$ cat src/rtl/button_debouncer_pkg.sv
// -----------------------------------------------------------------------------
// button_debouncer_pkg
// Shared definitions for the push-button debouncer and its prescaler:
//   - state_e           : debouncer FSM state encoding
//   - DEF_SYNC_STAGES   : default synchroniser depth
//   - DEF_SAMPLE_DIV    : default clock cycles per sample tick
//   - DEF_STABLE_COUNT  : default number of agreeing ticks needed to accept
// -----------------------------------------------------------------------------
package button_debouncer_pkg;

  // Debouncer states. IDLE_LOW/HIGH are the settled levels; the CHK states
  // count consecutive ticks that show the opposite value.
  typedef enum logic [1:0] {
    IDLE_LOW = 2'd0,
    CHK_HIGH = 2'd1,
    HIGH     = 2'd2,
    CHK_LOW  = 2'd3
  } state_e;

  localparam int unsigned DEF_SYNC_STAGES  = 32'd2;
  localparam int unsigned DEF_SAMPLE_DIV   = 32'd1000;
  localparam int unsigned DEF_STABLE_COUNT = 32'd4;

endpackage : button_debouncer_pkg

$ cat src/rtl/sample_tick_gen.sv
// -----------------------------------------------------------------------------
// sample_tick_gen
// Free-running prescaler. Produces a one-cycle tick every DIV clock cycles,
// on the cycle where the internal count equals DIV-1 (every cycle when
// DIV == 1). The tick is registered; it is computed one cycle ahead from the
// next count so its timing matches a direct compare on the current count.
// Ports:
//   clk_i   input  1  clock
//   rst_i   input  1  synchronous reset, active-high (count returns to 0)
//   tick_o  output 1  sample strobe
// -----------------------------------------------------------------------------
module sample_tick_gen #(
  parameter int unsigned DIV = 32'd1000
) (
  input  logic clk_i,
  input  logic rst_i,
  output logic tick_o
);

  localparam int unsigned W = (DIV > 32'd1) ? $clog2(DIV) : 32'd1;
  localparam logic [W-1:0] LAST = W'(DIV - 32'd1);
  // The count sits at 0 just after reset, so the tick is already due then
  // exactly when DIV == 1.
  localparam logic TICK_AT_RESET = (LAST == '0);

  logic [W-1:0] cnt_q;
  logic [W-1:0] cnt_d;
  logic         tick_q;
  logic         tick_d;

  // Next count (wraps after LAST) and the tick that goes with it.
  always_comb begin
    cnt_d  = cnt_q;
    tick_d = 1'b0;
    if (cnt_q == LAST) begin
      cnt_d = '0;
    end else begin
      cnt_d = cnt_q + {{(W-1){1'b0}}, 1'b1};
    end
    tick_d = (cnt_d == LAST);
  end

  // Counter and tick registers.
  always_ff @(posedge clk_i) begin
    if (rst_i) begin
      cnt_q  <= '0;
      tick_q <= TICK_AT_RESET;
    end else begin
      cnt_q  <= cnt_d;
      tick_q <= tick_d;
    end
  end

  assign tick_o = tick_q;

endmodule : sample_tick_gen

$ cat src/rtl/button_debouncer.sv
// -----------------------------------------------------------------------------
// button_debouncer
// Synchronises a raw asynchronous button input, samples it once per prescaler
// tick and accepts a new level only after STABLE_COUNT consecutive ticks all
// show it. Emits registered one-cycle rise/fall pulses aligned with the first
// cycle o_level shows the new value.
// Ports:
//   i_clk         input  1  system clock
//   i_reset       input  1  synchronous reset, active-high
//   i_raw         input  1  raw asynchronous button input
//   o_level       output 1  debounced level
//   o_rise_pulse  output 1  one-cycle pulse on accepted 0->1
//   o_fall_pulse  output 1  one-cycle pulse on accepted 1->0
// -----------------------------------------------------------------------------
module button_debouncer
  import button_debouncer_pkg::*;
#(
  parameter int unsigned SYNC_STAGES  = DEF_SYNC_STAGES,
  parameter int unsigned SAMPLE_DIV   = DEF_SAMPLE_DIV,
  parameter int unsigned STABLE_COUNT = DEF_STABLE_COUNT
) (
  input  logic i_clk,
  input  logic i_reset,
  input  logic i_raw,
  output logic o_level,
  output logic o_rise_pulse,
  output logic o_fall_pulse
);

  localparam int unsigned SW = (STABLE_COUNT > 32'd0) ? $clog2(STABLE_COUNT + 32'd1) : 32'd1;
  localparam logic [SW:0]   STABLE_LAST = (SW + 1)'(STABLE_COUNT);
  localparam logic [SW-1:0] STAB_ONE    = SW'(32'd1);
  // With a single required tick the CHK states are skipped entirely.
  localparam logic          ACCEPT_NOW  = (STABLE_COUNT == 32'd1);

  logic [SYNC_STAGES-1:0] sync_q;
  logic                   sync_in_s;
  logic                   tick_s;

  state_e        state_q;
  state_e        state_d;
  logic [SW-1:0] stab_q;
  logic [SW-1:0] stab_d;
  logic [SW:0]   stab_inc_s;
  logic          level_q;
  logic          level_d;
  logic          rise_q;
  logic          rise_d;
  logic          fall_q;
  logic          fall_d;

  // Plain flop chain; nothing sits between the stages.
  always_ff @(posedge i_clk) begin
    if (i_reset) begin
      sync_q <= '0;
    end else begin
      sync_q <= {sync_q[SYNC_STAGES-2:0], i_raw};
    end
  end

  assign sync_in_s = sync_q[SYNC_STAGES-1];

  sample_tick_gen #(
    .DIV (SAMPLE_DIV)
  ) u_tick (
    .clk_i  (i_clk),
    .rst_i  (i_reset),
    .tick_o (tick_s)
  );

  // One extra bit so the compare against STABLE_COUNT cannot overflow.
  assign stab_inc_s = {1'b0, stab_q} + {{SW{1'b0}}, 1'b1};

  // Next-state, stability count and pulse decode; only tick cycles move the FSM.
  always_comb begin
    state_d = state_q;
    stab_d  = stab_q;
    rise_d  = 1'b0;
    fall_d  = 1'b0;
    if (tick_s) begin
      case (state_q)
        IDLE_LOW: begin
          if (sync_in_s) begin
            if (ACCEPT_NOW) begin
              state_d = HIGH;
              stab_d  = '0;
              rise_d  = 1'b1;
            end else begin
              state_d = CHK_HIGH;
              stab_d  = STAB_ONE;
            end
          end else begin
            stab_d = '0;
          end
        end
        CHK_HIGH: begin
          if (!sync_in_s) begin
            state_d = IDLE_LOW;
            stab_d  = '0;
          end else if (stab_inc_s >= STABLE_LAST) begin
            state_d = HIGH;
            stab_d  = '0;
            rise_d  = 1'b1;
          end else begin
            stab_d = stab_inc_s[SW-1:0];
          end
        end
        HIGH: begin
          if (!sync_in_s) begin
            if (ACCEPT_NOW) begin
              state_d = IDLE_LOW;
              stab_d  = '0;
              fall_d  = 1'b1;
            end else begin
              state_d = CHK_LOW;
              stab_d  = STAB_ONE;
            end
          end else begin
            stab_d = '0;
          end
        end
        CHK_LOW: begin
          if (sync_in_s) begin
            state_d = HIGH;
            stab_d  = '0;
          end else if (stab_inc_s >= STABLE_LAST) begin
            state_d = IDLE_LOW;
            stab_d  = '0;
            fall_d  = 1'b1;
          end else begin
            stab_d = stab_inc_s[SW-1:0];
          end
        end
        default: begin
          state_d = IDLE_LOW;
          stab_d  = '0;
        end
      endcase
    end else begin
      state_d = state_q;
      stab_d  = stab_q;
    end
    // CHK_LOW still reports the accepted high level until the fall is accepted.
    level_d = (state_d == HIGH) || (state_d == CHK_LOW);
  end

  // State, counter and registered outputs.
  always_ff @(posedge i_clk) begin
    if (i_reset) begin
      state_q <= IDLE_LOW;
      stab_q  <= '0;
      level_q <= 1'b0;
      rise_q  <= 1'b0;
      fall_q  <= 1'b0;
    end else begin
      state_q <= state_d;
      stab_q  <= stab_d;
      level_q <= level_d;
      rise_q  <= rise_d;
      fall_q  <= fall_d;
    end
  end

  assign o_level      = level_q;
  assign o_rise_pulse = rise_q;
  assign o_fall_pulse = fall_q;

endmodule : button_debouncer

$ cat config.mk
export PLATFORM = sky130hd
export DESIGN_NAME = button_debouncer
export DESIGN_NICKNAME = d
export VERILOG_FILES = /design/src/rtl/button_debouncer_pkg.sv /design/src/rtl/sample_tick_gen.sv /design/src/rtl/button_debouncer.sv
export SDC_FILE = /design/constraint.sdc
export NUM_CORES = 1
export LEC_CHECK = 0
export CORE_ASPECT_RATIO = 1.25
export CORE_MARGIN = 2
export CORE_UTILIZATION = 50
export DETAILED_ROUTE_END_ITERATION = 10
export PLACE_DENSITY = 0.73
export SYNTH_ARGS = -nofsm -noshare
export SYNTH_HDL_FRONTEND = slang
export SYNTH_SLANG_ARGS = --single-unit
$ cat constraint.sdc
create_clock -name i_clk -period 1.65 [get_ports i_clk]
set_input_delay 0.495 -clock i_clk [delete_from_list [all_inputs] [get_ports i_clk]]
set_output_delay 0.495 -clock i_clk [all_outputs]
set_load 0.02 [all_outputs]
==> results of run 1 <==
-- stage by stage --
step	hold WS (ns)	total power, µW
detailed placement	0.432	583
floorplan	0.414	555
global placement	0.423	581
finish	0.456	815
global route	0.477	843
CTS	0.460	824
-- registers in the layout (all words and copies together) (netlist names) --
name and count:
stab_q 3, u_tick.cnt_q 10, u_tick.tick_o 1, o_level 1, sync_q 2, o_rise_pulse 1
o_fall_pulse 1, state_q 2
-- placed cells by master (no fill, tap or decap), types with 4 or more instances in the layout --
cell type	count
sky130_fd_sc_hd__buf_4	8
sky130_fd_sc_hd__dfxtp_1	21
sky130_fd_sc_hd__nand2_1	6
sky130_fd_sc_hd__nor3_1	4
sky130_fd_sc_hd__inv_1	4
sky130_fd_sc_hd__a21oi_1	4
sky130_fd_sc_hd__nor2_1	11
sky130_fd_sc_hd__nand3_1	5
-- critical path: stages (launching register included) --
cell,delay [ns]
sky130_fd_sc_hd__dfxtp_1,0.38
sky130_fd_sc_hd__or3b_2,0.45
sky130_fd_sc_hd__a211o_1,0.27
sky130_fd_sc_hd__a21oi_1,0.28
sky130_fd_sc_hd__nor4b_2,0.09
-- per-layer routing --
metal,global-route usage (%),vias up,share of wire (%)
li1,-,383,-
met1,19.0,349,42
met2,33.3,12,53
met3,3.10,6,2.5
met4,7.81,0,2.1
met5,0,-,0
-- report_power, final --
group	internal, µW	total, µW	switching, µW
Sequential	515	523	7.30
Clock	90.2	244	154
Combinational	26.1	48.5	22.4
Total	632	815	184
-- path summary, 6_finish.rpt --
check	from	end	slack, ns	depth (start not counted)
min	sync_q[0]	sync_q[1]	0.46	1
max reg2reg	u_tick.cnt_q[4]	u_tick.tick_o	0.07	4
min reg2reg	sync_q[0]	sync_q[1]	0.46	1
max	u_tick.cnt_q[4]	u_tick.tick_o	0.07	4
-- layout make-up --
class | count | share of cell area (%)
inverter | 4 | 1.38
tap | 19 | 2.19
clock buffer | 3 | 2.07
timing repair buffer | 13 | 9.78
sequential | 21 | 38.7
multi-input combinational | 73 | 45.5
clock inverter | 1 | 0.460
-- what timing repair did --
item,in CTS,in global routing
setup endpoints to repair,3,7
resized for setup,3,1
pin swaps,0,0
-- cell families (layout without fill, tap and decap cells) --
logic type / after synthesis / in the layout / share of synthesized area (%)
compound gates: 17 / 17 / 13.0
xor+xnor: 5 / 5 / 4.71
fa+ha+maj: 3 / 3 / 4.03
buf+inv: 5 / 21 / 2.02
flops: 21 / 21 / 45.2
mux: 1 / 1 / 1.08
simple gates: 47 / 47 / 30.0
==> results.sh, run 1 <==
export IMPL_worstPathArrival_ns=1.77
export IMPL_postSynthAreaPerCell_um2=9.40
export IMPL_cts_inserted_buffers=3
export IMPL_max_slew_margin_pct=78.4
export IMPL_clock_transition_at_path_regs_ns=0.12
export IMPL_wire_length_of_the_first_global_routing_pass_mm=2.98
export IMPL_yosysTopAreaCellShare_pct=45.2
export IMPL_synth_enable_flop_cells=0
export IMPL_die_h_um=52.2
export IMPL_crit_required_ns=1.84
export IMPL_grt_setup_unrepaired="no"
export IMPL_finalWirelength_mm=1.73
export IMPL_post_cts_setup_buffers=0
export IMPL_post_synth_top_count_cell="sky130_fd_sc_hd__dfxtp_1"
export IMPL_first_global_vias=735
export IMPL_min_period_ns=1.58
export IMPL_layout_area_seq_um2=420
export IMPL_io_pin_count=6
export IMPL_setup_viol=0
export IMPL_area_growth_syn_to_layout_pct=16.8
export IMPL_max_cap_violations=0
export IMPL_grt_max_degree=13
export IMPL_final_min_period_over_clock_period_pct=95.9
export IMPL_synth_fp_nets=105
export IMPL_path_class="register to register"
export IMPL_ys_types=34
export IMPL_maximum_fanout_count_along_the_critical_path=6
export IMPL_antenna_violations_before_repair=0
export IMPL_detail_route_iter0_violations=14
export IMPL_holdBufCountCts=0
export IMPL_skew_final_ns=0.00596
export IMPL_maxSlewViolCount=0
export IMPL_critPathCaptureType="register"
export IMPL_rows=17
export IMPL_instances_no_fill=134
export IMPL_worstMarginPinSlew_ns=0.321
export IMPL_tritoncts="done"
export IMPL_yosysTopAreaCell="sky130_fd_sc_hd__dfxtp_1"
export IMPL_synthesis_yosys_warnings=0
export IMPL_synth_seq_cells=21
export IMPL_netlist_top_cells_area="sky130_fd_sc_hd__dfxtp_1 45%, sky130_fd_sc_hd__nor2_1 4.4%, sky130_fd_sc_hd__ha_1 4.0%, sky130_fd_sc_hd__xor2_1 2.8%, sky130_fd_sc_hd__nand3_1 2.7%"
export IMPL_synth_cells=99
export IMPL_clockBufferDepth=2
export IMPL_io_buf_count=5
export IMPL_drc_errors=0
export IMPL_core_area_mm2=0.00177
export IMPL_yosysSeqAreaShare_pct=45.2
export IMPL_numPlacedInstances=130
export IMPL_area_of_combinational_cells_with_multiple_inputs_um2=494
export IMPL_p_per_area_mw_per_mm2=750
export IMPL_total_standard_cell_area_after_synthesis_um2=931
export IMPL_start_util_pct=52.7
export IMPL_timing_setup_tns_ns=0
export IMPL_static_leak_uw=0.000404
export IMPL_route_vias_total=750
export IMPL_gp_congestion=0.876
export IMPL_worstSkewPairLatency_ns=0.30
export IMPL_netlist_top_cells_count="21 x sky130_fd_sc_hd__dfxtp_1, 11 x sky130_fd_sc_hd__nor2_1, 6 x sky130_fd_sc_hd__nand2_1"
export IMPL_start_kind="register"
export IMPL_antenna_left=0
export IMPL_antenna_cells_inserted=0
export IMPL_tritoncts_num_sinks=21
export IMPL_die_width_um=42.6
export IMPL_min_delay_path_class="register to register"
export IMPL_fin_util_pct=61.6
export IMPL_clock_root_buffer="sky130_fd_sc_hd__clkbuf_4"
export IMPL_postSynth_asyncResetShare_pct=0
export IMPL_place_detailed_hpwl_mm=1.37
export IMPL_post_drt_via_cell_ratio=5.60
export IMPL_synth_main_ff_cell="sky130_fd_sc_hd__dfxtp_1"
export IMPL_post_place_ws_ns=-0.0290
export IMPL_wl_per_cell_um=12.9
export IMPL_all_layer_global_routing_usage_pct=17.7
export IMPL_final_cell_area_mm2=0.00109
export IMPL_num_nets_final=122
export IMPL_cts_htree_levels=1
export IMPL_timing_final_ws_setup_ns=0.0673
export IMPL_drt_pass1_iterations=4
export IMPL_peakVddDrop_mv=0.561
export IMPL_grt_overflow_total=0
export IMPL_drive_above_1_share_pct=18.3
export IMPL_final_hold_viol_count=0
export IMPL_fp_dieArea_mm2=0.00223
export IMPL_outcome="finished, final reports clean"
export IMPL_dpl_instance_area_mm2=0.00106
export IMPL_clock_fmax_mhz=632
export IMPL_final_fill_count=156
No activity file was read; power rests on OpenSTA's default activity.
==> inputs of run 2 (changes only) <==
SLEW_MARGIN = 40   (was not set)
==> results of run 2 <==
Same layout as run 1: the final DEF is identical, and so are final timing and power.
